`src/rtl/config_frame_loader.sv`:
```
// Bitstream-to-frame loader: sync detect, frame assembly and one-hot latch strobes.
// Optional per-frame XOR check word enabled by `define CFG_FRAME_PARITY_EN.
module config_frame_loader #(
    parameter int FRAME_WORDS   = 2,
    parameter int NUM_FRAMES    = 20,
    parameter int STROBE_CYCLES = 2
) (
    input  logic                      CLK,
    input  logic                      RST,
    input  logic [31:0]               WriteData,
    input  logic                      WriteStrobe,
    output logic                      Ready,
    output logic                      Active,
    output logic [32*FRAME_WORDS-1:0] FrameData,
    output logic [NUM_FRAMES-1:0]     FrameStrobe,
    output logic                      Error
);

    localparam logic [31:0] SYNC_WORD   = 32'hFAB0_FAB1;
    localparam logic [31:0] DESYNC_WORD = 32'h0000_0000;
    localparam int          CW          = $clog2(FRAME_WORDS + 1);
    localparam int          SW          = $clog2(STROBE_CYCLES + 1);

    typedef enum logic [2:0] {
        S_IDLE,
        S_HEADER,
        S_DATA,
`ifdef CFG_FRAME_PARITY_EN
        S_CHECK,
`endif
        S_STROBE
    } state_t;

    state_t                    state_q;
    logic                      active_q;
    logic                      error_q;
    logic                      discard_q;
    logic [15:0]               index_q;
    logic [CW-1:0]             cnt_q;
    logic [SW-1:0]             scnt_q;
    logic [32*FRAME_WORDS-1:0] data_q;
    logic [NUM_FRAMES-1:0]     strobe_q;
    logic [NUM_FRAMES-1:0]     onehot_d;
    logic                      ready_d;
    logic                      accept_d;
`ifdef CFG_FRAME_PARITY_EN
    logic [31:0]               check_q;
    logic [31:0]               parity_d;
`endif

    always_comb begin
        ready_d = 1'b1;
        if (state_q == S_STROBE) ready_d = 1'b0;
`ifdef CFG_FRAME_PARITY_EN
        if (state_q == S_CHECK) ready_d = 1'b0;
`endif
    end

    // Ready is forced low while reset is held, independent of the state register.
    assign Ready    = ready_d & ~RST;
    assign accept_d = WriteStrobe & Ready;

    always_comb begin
        onehot_d = '0;
        for (int unsigned i = 0; i < NUM_FRAMES; i++) begin
            if (index_q == 16'(i)) onehot_d[i] = 1'b1;
        end
    end

`ifdef CFG_FRAME_PARITY_EN
    always_comb begin
        parity_d = '0;
        for (int unsigned k = 0; k < FRAME_WORDS; k++) begin
            parity_d = parity_d ^ data_q[32*k +: 32];
        end
    end
`endif

    always_ff @(posedge CLK or posedge RST) begin
        if (RST) begin
            state_q   <= S_IDLE;
            active_q  <= 1'b0;
            error_q   <= 1'b0;
            discard_q <= 1'b0;
            index_q   <= '0;
            cnt_q     <= '0;
            scnt_q    <= '0;
            data_q    <= '0;
            strobe_q  <= '0;
`ifdef CFG_FRAME_PARITY_EN
            check_q   <= '0;
`endif
        end else begin
            case (state_q)
                S_IDLE: begin
                    if (accept_d && WriteData == SYNC_WORD) begin
                        state_q  <= S_HEADER;
                        active_q <= 1'b1;
                        error_q  <= 1'b0;
                    end
                end
                S_HEADER: begin
                    if (accept_d) begin
                        if (WriteData == DESYNC_WORD) begin
                            state_q  <= S_IDLE;
                            active_q <= 1'b0;
                        end else if (WriteData == SYNC_WORD) begin
                            error_q <= 1'b0;
                        end else if (WriteData[31]) begin
                            index_q   <= WriteData[15:0];
                            discard_q <= (32'(WriteData[15:0]) >= NUM_FRAMES);
                            if (32'(WriteData[15:0]) >= NUM_FRAMES) error_q <= 1'b1;
                            cnt_q     <= '0;
                            state_q   <= S_DATA;
                        end else begin
                            error_q <= 1'b1;
                        end
                    end
                end
                S_DATA: begin
                    if (accept_d) begin
                        if (32'(cnt_q) < FRAME_WORDS) data_q[32*int'(cnt_q) +: 32] <= WriteData;
`ifdef CFG_FRAME_PARITY_EN
                        else check_q <= WriteData;
`endif
                        if (cnt_q == CW'(FRAME_WORDS - 1)) begin
                            if (discard_q) begin
                                state_q <= S_HEADER;
                            end else begin
`ifdef CFG_FRAME_PARITY_EN
                                cnt_q <= cnt_q + 1'b1;
`else
                                state_q  <= S_STROBE;
                                strobe_q <= onehot_d;
                                scnt_q   <= '0;
`endif
                            end
                        end
`ifdef CFG_FRAME_PARITY_EN
                        else if (cnt_q == CW'(FRAME_WORDS)) begin
                            state_q <= S_CHECK;
                        end
`endif
                        else begin
                            cnt_q <= cnt_q + 1'b1;
                        end
                    end
                end
`ifdef CFG_FRAME_PARITY_EN
                S_CHECK: begin
                    if (parity_d == check_q) begin
                        state_q  <= S_STROBE;
                        strobe_q <= onehot_d;
                        scnt_q   <= '0;
                    end else begin
                        error_q <= 1'b1;
                        state_q <= S_HEADER;
                    end
                end
`endif
                S_STROBE: begin
                    if (scnt_q == SW'(STROBE_CYCLES - 1)) begin
                        strobe_q <= '0;
                        state_q  <= S_HEADER;
                    end else begin
                        scnt_q <= scnt_q + 1'b1;
                    end
                end
                default: state_q <= S_IDLE;
            endcase
        end
    end

    assign Active      = active_q;
    assign Error       = error_q;
    assign FrameData   = data_q;
    assign FrameStrobe = strobe_q;

endmodule

```
`config.mk`:
```
export PLATFORM = sky130hd
export DESIGN_NAME = config_frame_loader
export DESIGN_NICKNAME = d
export VERILOG_FILES = /design/src/rtl/config_frame_loader.sv
export SDC_FILE = /design/constraint.sdc
export NUM_CORES = 1
export LEC_CHECK = 0
export ABC_AREA = 0
export CORE_MARGIN = 2
export CORE_UTILIZATION = 29
export DETAILED_ROUTE_END_ITERATION = 12
export GPL_TIMING_DRIVEN = 0
export PLACE_DENSITY = 0.59
export SETUP_SLACK_MARGIN = 0.02
export SLEW_MARGIN = 10
export SYNTH_ARGS = -nofsm -noshare
export SYNTH_HDL_FRONTEND = slang
export SYNTH_SLANG_ARGS = --single-unit
```
`constraint.sdc`:
```
create_clock -name CLK -period 10.5 [get_ports CLK]
set_input_delay 3.15 -clock CLK [delete_from_list [all_inputs] [get_ports CLK]]
set_output_delay 3.15 -clock CLK [all_outputs]
set_load 0.01 [all_outputs]
```
; Yosys cells after proc, flatten, opt, wreduce, memory -nomap -nowiden
; Index checks and enable logic that the tools add are counted.
; W data, S select, Z words.
[word_totals]
out_inout_bits = 87
ff_bits = 110
elab_cells = 136
[op_classes]
addsub = 3
shifts = 2
n_bitwise = 5
reduce_logical = 15
n_eq_ne = 40
n_lt_le_gt_ge = 2
n_mux = 60
[ops]
columns = operator, count
row1 = $eq A16 B4 Y1 const B, 8
row2 = $mux W20, 4
row3 = $bwmux W64, 1
row4 = $eq A16 B3 Y1 const B, 4
row5 = $eq A16 B5 Y1 const B, 4
row6 = $shift A32 B33 Y64 const A, 1
row7 = $shiftx A32 B33 Y64, 1
row8 = $pmux W20 S2, 1
row9 = $neg A7 Y33, 1
row10 = $eq A16 B2 Y1 const B, 2
row11 = $eq A32 B32 Y1 const B, 1
row12 = $logic_not A32 Y1, 1
row13 = $mux W1, 30
row14 = $mux W3, 8
row15 = $mux W2, 11
row16 = $ne A2 B2 Y1 const B, 11
row17 = $reduce_and A5 Y1, 4
row18 = $eq A16 B1 Y1 const B, 1
row19 = $ge A16 B5 Y1 const B, 1
row20 = $logic_not A16 Y1, 1
row21 = $reduce_and A7 Y1, 2
row22 = $pmux W3 S4, 1
row23 = $pmux W2 S2, 2
row24 = $eq A3 B2 Y1 const B, 2
row25 = 15 further kinds, 24

; Logic depth before layout (Yosys ltp)
; Gate-level depths: netlist (run 1).
[logic_depth]
ltp_word = 7
ltp_mapped = 8

; Worst setup path before layout (run 1)
; OpenSTA, ideal clock, no wires.
[synth_timing]
kind = in2out
from = input RST
to = output Ready
path_slack_ps = 4031
path_stages = 1
t_arrival_ps = 3319
path_buffers = 0
required_time_ps = 7350
cell_sequence = nor2_1
[synth_via]
elab_chain_len = 2
[synth_lines]
columns = element, line_no
row1 = start: declaration, 9  ; input logic RST,
row2 = $not A1 Y1, 60  ; assign Ready = ready_d & ~RST;
row3 = $and A1 B1 Y1, 60
row4 = end: declaration, 12  ; output logic Ready,
; Every way passes these cells.

; Worst setup path after layout (run 1)
; Ends and elaborated chain as after synthesis.

==> reports/qor.csv, run 1 <==
stage,metric,value,unit
run_status,status,completed,
setup_path,CP required,7.35,ns
drt,remaining routing DRC violations,0,
floorplanning,Die Y,132.2,um
cells_and_area,fillcell total,1592,
cts,CTS Buf Count,9,
cts,Longest Clk Path Bufs,2,
global_route,met3 Use GR,4.883,%
floorplanning,DIE WIDTH,132.2,um
hold_path,worst min-delay path class,reg -> reg,
floorplanning,Starting Density,29.79,%
global_route,gr usage total,16.17,%
run,max cap viols,0,
drt,1st-pass router iterations,4,
power,Net Switching,0.0004953,W
power,sw frac,34.05,%
yosys,area share of and/or/nand/nor cells after synthesis,19.19,%
yosys,count of different cell masters after synthesis,39,
yosys,Syn Inst Count,490,
drt,routed wire length,13.75,mm
place,port buffer count,121,
sta,TNS Setup,0,ns
sta,Tmin final,7.586,ns
yosys,Post-Synthesis Cell Area,4767,um2
global_route,remaining global-route overflow,0,
setup_path,WS Path Type,in -> out,
cells_and_area,"commonest non-fill, non-tap cell in the layout",clkdlybuf4s50_1,
drt,Post-DRT Antenna Nets,0,
cells_and_area,Final nets,663,
cts,post-CTS sizing,0,
sta,Slew @ Worst Pin,0.9270,ns
sta,Max Freq,131.8,MHz
setup_path,"Max FO, Critical Path",3,
drt,Vias,4054,
setup_path,CP startpoint kind,input port,
floorplanning,num ports,122,
cells_and_area,Antenna Cells,0,
power,maximum vdd drop,93.22,uV
cts,htree depth,3,
yosys,Syn Area/Cell,9.729,um2
cts,CTS tree,built,
power,Cell Pwr Density,222.1,nW/um2
yosys,Adder-Cell Fraction of Synth Area,1.312,%
place,Post-Place Cells,828,
yosys,"FF+latch count, synth",109,
cts,clk_lat worst skew,0.35,ns
place,DP HPWL,10.19,mm
sta,unrepaired setup endpoints after global routing,no,
drt,via/cell ratio,4.809,
yosys,Post-Synth XOR/XNOR Area,0,%
global_route,M2 GR Usage,26.39,%
power,Leak,2.670,nW
yosys,post-synthesis mux area share,5.249,%
global_route,global routing usage on met1,20.85,%
global_route,first-pass GRT wire length,22.34,mm
sta,final period utilization,72.25,%
cts,Clock transition at path regs,0.07,ns
sta,skew final,0.01025,ns
power,Clk pwr share,21.9,%
yosys,number of flops mapped to enable cells by yosys,0,
sta,worst rel slew slack,38.06,%
floorplanning,Core ar.,16000,um2
power,Gate power share,36.1,%
cells_and_area,most frequent cells in the layout,"clkdlybuf4s50_1, dfrtp_1, nand2_1, o21ai_0",
yosys,share of the yosys chip area belonging to registers,57.22,%
global_route,grt peak-use layer,met2,
cts,CTS Sinks,109,
power,Int Pwr,0.0009594,W
yosys,Synthesized Nets,530,
setup_path,Setup crit end kind,output port,
cts,post-cts hold buffer count,0,
global_route,initial antenna violation count,0,
yosys,ys flop type,dfrtp_1,
cts,# Post-CTS Setup Buffers,0,
yosys,largest family of logic cells by synthesized area,simple AND/OR/NAND/NOR gates,
sta,"Slew Viols, Final",0,
place,Placer Congestion,0.7798,
power,Reg power frac,42.1,%
sta,Final Hold Viols,0,
yosys,Compound-Gate Fraction of Synth Area,11.76,%
floorplanning,Rows,46,
yosys,async set-or-reset flop fraction in the synthesized netlist,100.0,%
cells_and_area,P&R area growth vs syn,37.38,%
drt,Initial DRC Count,248,
sta,final setup vio count,0,
global_route,largest net degree at the start of global routing,68,
cts,Clock Tree Root,clkbuf_16,
yosys,Ys Warns,0,
drt,routed len/inst,16.31,um
cells_and_area,fin cells,843,
floorplanning,die area,17480,um2
cells_and_area,layout cells sized above 1,6.220,%
setup_path,Critical Path AT,4.44,ns
global_route,vias in the first global route,4102,
[critical path, cell delays in order]
cell,delay [ns]
clkdlybuf4s50_1,0.53
nor2_1,0.19
clkdlybuf4s50_1,0.56
[kinds of logic after synthesis]
family	Yosys count
muxes	17
DFF	109
AOI/OAI and AO/OA	102
adders and majority gates	5
and+or+nand+nor	194
buffers and inverters	63
[power groups by stage]
stage	Clock, W	Combinational, W	Sequential [W]
final	0.000318	0.000525	0.000612
after global routing	0.000341	0.000579	0.000628
after CTS	0.000326	0.000531	0.000613
after detailed placement	0	0.000527	0.000618
after global placement	0	0.000516	0.000614
after floorplan	0	0.000244	0.000638
[registers in the layout (all words and copies together), names as in the netlist]
register and count:
Error 1, state_q 2, Active 1, scnt_q 2, FrameStrobe 20, FrameData 64, discard_q 1, cnt_q 2
index_q 16
[metal layers]
layer	vias up	wire length, um
li1	1922	-
met1	1985	6201
met2	128	6378
met3	19	918
met4	0	250
met5	-	0
[path summary, 6_finish.rpt]
| path | from | to | slack, ns | cells after the start |
|---|---|---|---|---|
| setup / recovery | RST | Ready | 2.91 | 3 |
| hold / removal | FrameData[40] | FrameData[40] | 0.48 | 2 |
| setup reg to reg | state_q[0] | FrameData[16] | 7.92 | 7 |
| hold reg to reg | FrameData[40] | FrameData[40] | 0.48 | 2 |
| max in group asynchronous | RST | FrameData[36] | 6.54 | 3 |
| min in group asynchronous | RST | FrameStrobe[7] | 3.30 | 2 |
[area by class of cell]
class | instances | area, um2 | area share, %
multi-input cells | 318 | 1788 | 27.30
well taps | 216 | 270.3 | 4.127
inverters | 38 | 147.6 | 2.254
clock inverters | 3 | 21.27 | 0.3248
plain buffers | 25 | 108.9 | 1.662
flip-flops and latches | 109 | 2728 | 41.65
repair buffers | 122 | 1239 | 18.91
clock buffers | 12 | 246.5 | 3.764
[stage by stage]
stage | worst slack [ns] | hold WS [ns] | power (W) | utilization (%) | area [um2]
after detailed placement | 2.927 | 0.4702 | 0.001145 | 39.26 | 6281
after CTS | 2.920 | 0.4877 | 0.001470 | 40.93 | 6549
after floorplan | 4.031 | 0.4498 | 0.0008817 | - | 4767
final | 2.914 | 0.4827 | 0.001455 | 40.93 | 6549
after global routing | 2.876 | 0.5109 | 0.001548 | 40.93 | 6549
after global placement | 2.910 | 0.4642 | 0.001130 | 39.05 | 6248
[synth_stat cells (2+ instances only)]
library cell  instances  share of area [%]
clkbuf_1             23                1.8
o21ai_0              72                7.6
inv_1                38                3.0
nor2_1               16                1.3
mux2_4               16                5.0
and2_1                2               0.26
or3_1                 7               0.92
dfrtp_1             109                 57
ha_1                  5                1.3
nor3_1                6               0.63
nand2_1              97                7.6
nor4_1                8                1.0
nand3_1              37                3.9
o21ai_1              14                1.5
a22o_1                4               0.73
a21oi_1               3               0.31
nand2b_1              2               0.26
nor2b_1               3               0.39
nand4_1               6               0.79
nor3b_1               2               0.31
buf_6                 2               0.47
Note: power is estimated with default switching activity, not from simulation.
==> run 2: changes to the inputs <==
--- a/config.mk
+++ b/config.mk
@@ -10,7 +10,7 @@
 export CORE_UTILIZATION = 29
 export DETAILED_ROUTE_END_ITERATION = 12
 export GPL_TIMING_DRIVEN = 0
-export PLACE_DENSITY = 0.59
+export PLACE_DENSITY = 0.61
 export SETUP_SLACK_MARGIN = 0.02
 export SLEW_MARGIN = 10
 export SYNTH_ARGS = -nofsm -noshare
==> constraint.sdc (replaced) <==
create_clock -name CLK -period 6.7 [get_ports CLK]
set_input_delay 2.01 -clock CLK [delete_from_list [all_inputs] [get_ports CLK]]
set_output_delay 2.01 -clock CLK [all_outputs]
set_load 0.01 [all_outputs]
==> reports/qor.csv, run 2 (synthesized netlist as in run 1, its figures left out) <==
stage,metric,value,unit,change
sta,TNS Setup,0,ns,unchanged
drt,Initial DRC Count,131,,-47%
cells_and_area,Largest register FFs,64,,unchanged
cts,Longest Clk Path Bufs,2,,unchanged
cts,Clock transition at path regs,0.07,ns,about the same
setup_path,CP startpoint kind,input port,,
sta,final setup vio count,0,,unchanged
floorplanning,Starting Density,29.79,%,unchanged
drt,1st-pass router iterations,4,,unchanged
global_route,first-pass GRT wire length,22.30,mm,-0.16%
setup_path,CP required,4.69,ns,-2.66 ns
sta,Final Hold Viols,0,,unchanged
hold_path,worst min-delay path class,reg -> reg,,
sta,final period utilization,78.83,%,
floorplanning,die area,17480,um2,unchanged
place,Post-Place Cells,828,,unchanged
place,DP HPWL,10.30,mm,+1.1%
cts,CTS Sinks,109,,unchanged
sta,Slew @ Worst Pin,0.7139,ns,-0.2132 ns
cts,post-CTS sizing,0,,unchanged
power,Leak,2.686,nW,+0.57%
cells_and_area,P&R area growth vs syn,38.22,%,
global_route,gr usage total,16.26,%,+0.095 points
setup_path,Critical Path AT,3.27,ns,-1.17 ns
cells_and_area,Antenna Cells,0,,unchanged
sta,unrepaired setup endpoints after global routing,no,,
cts,clk_lat worst skew,0.36,ns,about the same
drt,remaining routing DRC violations,0,,unchanged
sta,Tmin final,5.281,ns,
drt,Post-DRT Antenna Nets,0,,unchanged
hold_path,hold_sp,FrameStrobe[12],,
cts,post-cts hold buffer count,0,,unchanged
cts,CTS tree,built,,
setup_path,WS Path Type,in -> out,,
cells_and_area,Register Area,2728,um2,unchanged
drt,Vias,3955,,-2.4%
drt,routed len/inst,16.46,um,+0.96%
cts,htree depth,3,,unchanged
floorplanning,Rows,46,,unchanged
sta,"Slew Viols, Final",0,,unchanged
place,port buffer count,121,,unchanged
drt,routed wire length,13.90,mm,+1.1%
global_route,initial antenna violation count,0,,unchanged
setup_path,Setup crit end kind,output port,,
setup_path,"Max FO, Critical Path",3,,unchanged
global_route,vias in the first global route,4030,,-1.8%
place,Placer Congestion,0.8643,,+11%
power,Cell Pwr Density,355.4,nW/um2,+60%
sta,skew final,0.008058,ns,-0.002193 ns
cells_and_area,most frequent cells in the layout,"clkdlybuf4s50_1, dfrtp_1, nand2_1, o21ai_0",,
global_route,remaining global-route overflow,0,,unchanged
power,maximum vdd drop,142.4,uV,+53%
floorplanning,Die Y,132.2,um,unchanged
floorplanning,Core ar.,16000,um2,unchanged
floorplanning,DIE WIDTH,132.2,um,unchanged
cts,Clock Tree Root,clkbuf_16,,
cells_and_area,fin cells,844,,+0.12%
cells_and_area,layout cells sized above 1,6.688,%,+0.47 points
floorplanning,num ports,122,,unchanged
run,max cap viols,0,,unchanged
cells_and_area,"commonest non-fill, non-tap cell in the layout",clkdlybuf4s50_1,,
sta,Max Freq,189.3,MHz,
cts,# Post-CTS Setup Buffers,0,,unchanged
cells_and_area,fillcell total,1587,,-0.31%
drt,via/cell ratio,4.686,,-2.6%
setup_path,beginning of the critical path,RST,,
setup_path,worst r2r src,cnt_q[0],,
global_route,largest net degree at the start of global routing,59,,-13%
cells_and_area,Final nets,663,,unchanged
cts,CTS Buf Count,9,,unchanged
cells_and_area,multi-input logic area,1788,um2,unchanged
run_status,status,completed,,
sta,worst rel slew slack,52.31,%,+14 points
-- run 2: cell count changes in the layout (fill, tap and decap cells not counted), sizes merged --
cell and delta:
bufinv +1, clkinvlp +1, clkinv +1, clkbuf -3, inv +1
-- run 2: report_power, final --
group	total, W	switching [W]	internal [W]
combinational	0.000824	0.000421	0.000403
sequential	0.000961	0.000122	0.000839
clock	0.000557	0.000262	0.000296
total	0.00234	0.000805	0.00154
-- run 2: area by class of cell --
class | instances | area share, %
Buffer | 25 | 1.652
Clock buffer | 9 | 3.418
Clock inverter | 7 | 1.253
Inverter | 38 | 2.241
Multi-Input combinational cell | 318 | 27.14
Sequential cell | 109 | 41.40
Tap cell | 216 | 4.102
Timing Repair Buffer | 122 | 18.80
-- run 2: worst max-delay path, cell delays in order --
cell	delay (ns)
clkdlybuf4s50_1	0.52
nor2_1	0.18
clkdlybuf4s50_1	0.56
-- run 2: routing by layer --
layer,vias up,wire length [um],GRT usage [%]
met3,18,865,4.460
li1,1916,-,-
met1,1909,6331,21.88
met4,0,200,4.958
met5,-,0,0
met2,112,6498,25.64
-- run 2: worst paths after layout --
| path | end | depth (start not counted) | slack, ns |
|---|---|---|---|
| hold reg to reg | FrameStrobe[12] | 2 | 0.48 |
| min in group asynchronous | FrameStrobe[16] | 2 | 2.15 |
| max in group asynchronous | FrameData[14] | 3 | 3.91 |
| setup reg to reg | FrameData[38] | 8 | 4.01 |
| hold / removal | FrameStrobe[12] | 2 | 0.48 |
| setup / recovery | Ready | 3 | 1.42 |
-- run 2: metrics by stage --
stage	utilization, %	total power [W]	area [um2]	setup WS [ns]	hold slack, ns
after detailed placement	39.26	0.001799	6281	1.428	0.4708
after global placement	39.05	0.001771	6248	0.2273	0.4638
after global routing	41.18	0.002489	6589	1.360	0.5126
after CTS	41.18	0.002368	6589	1.422	0.4888
final	41.18	0.002342	6589	1.419	0.4839
after floorplan	-	0.001382	4767	1.798	0.4498
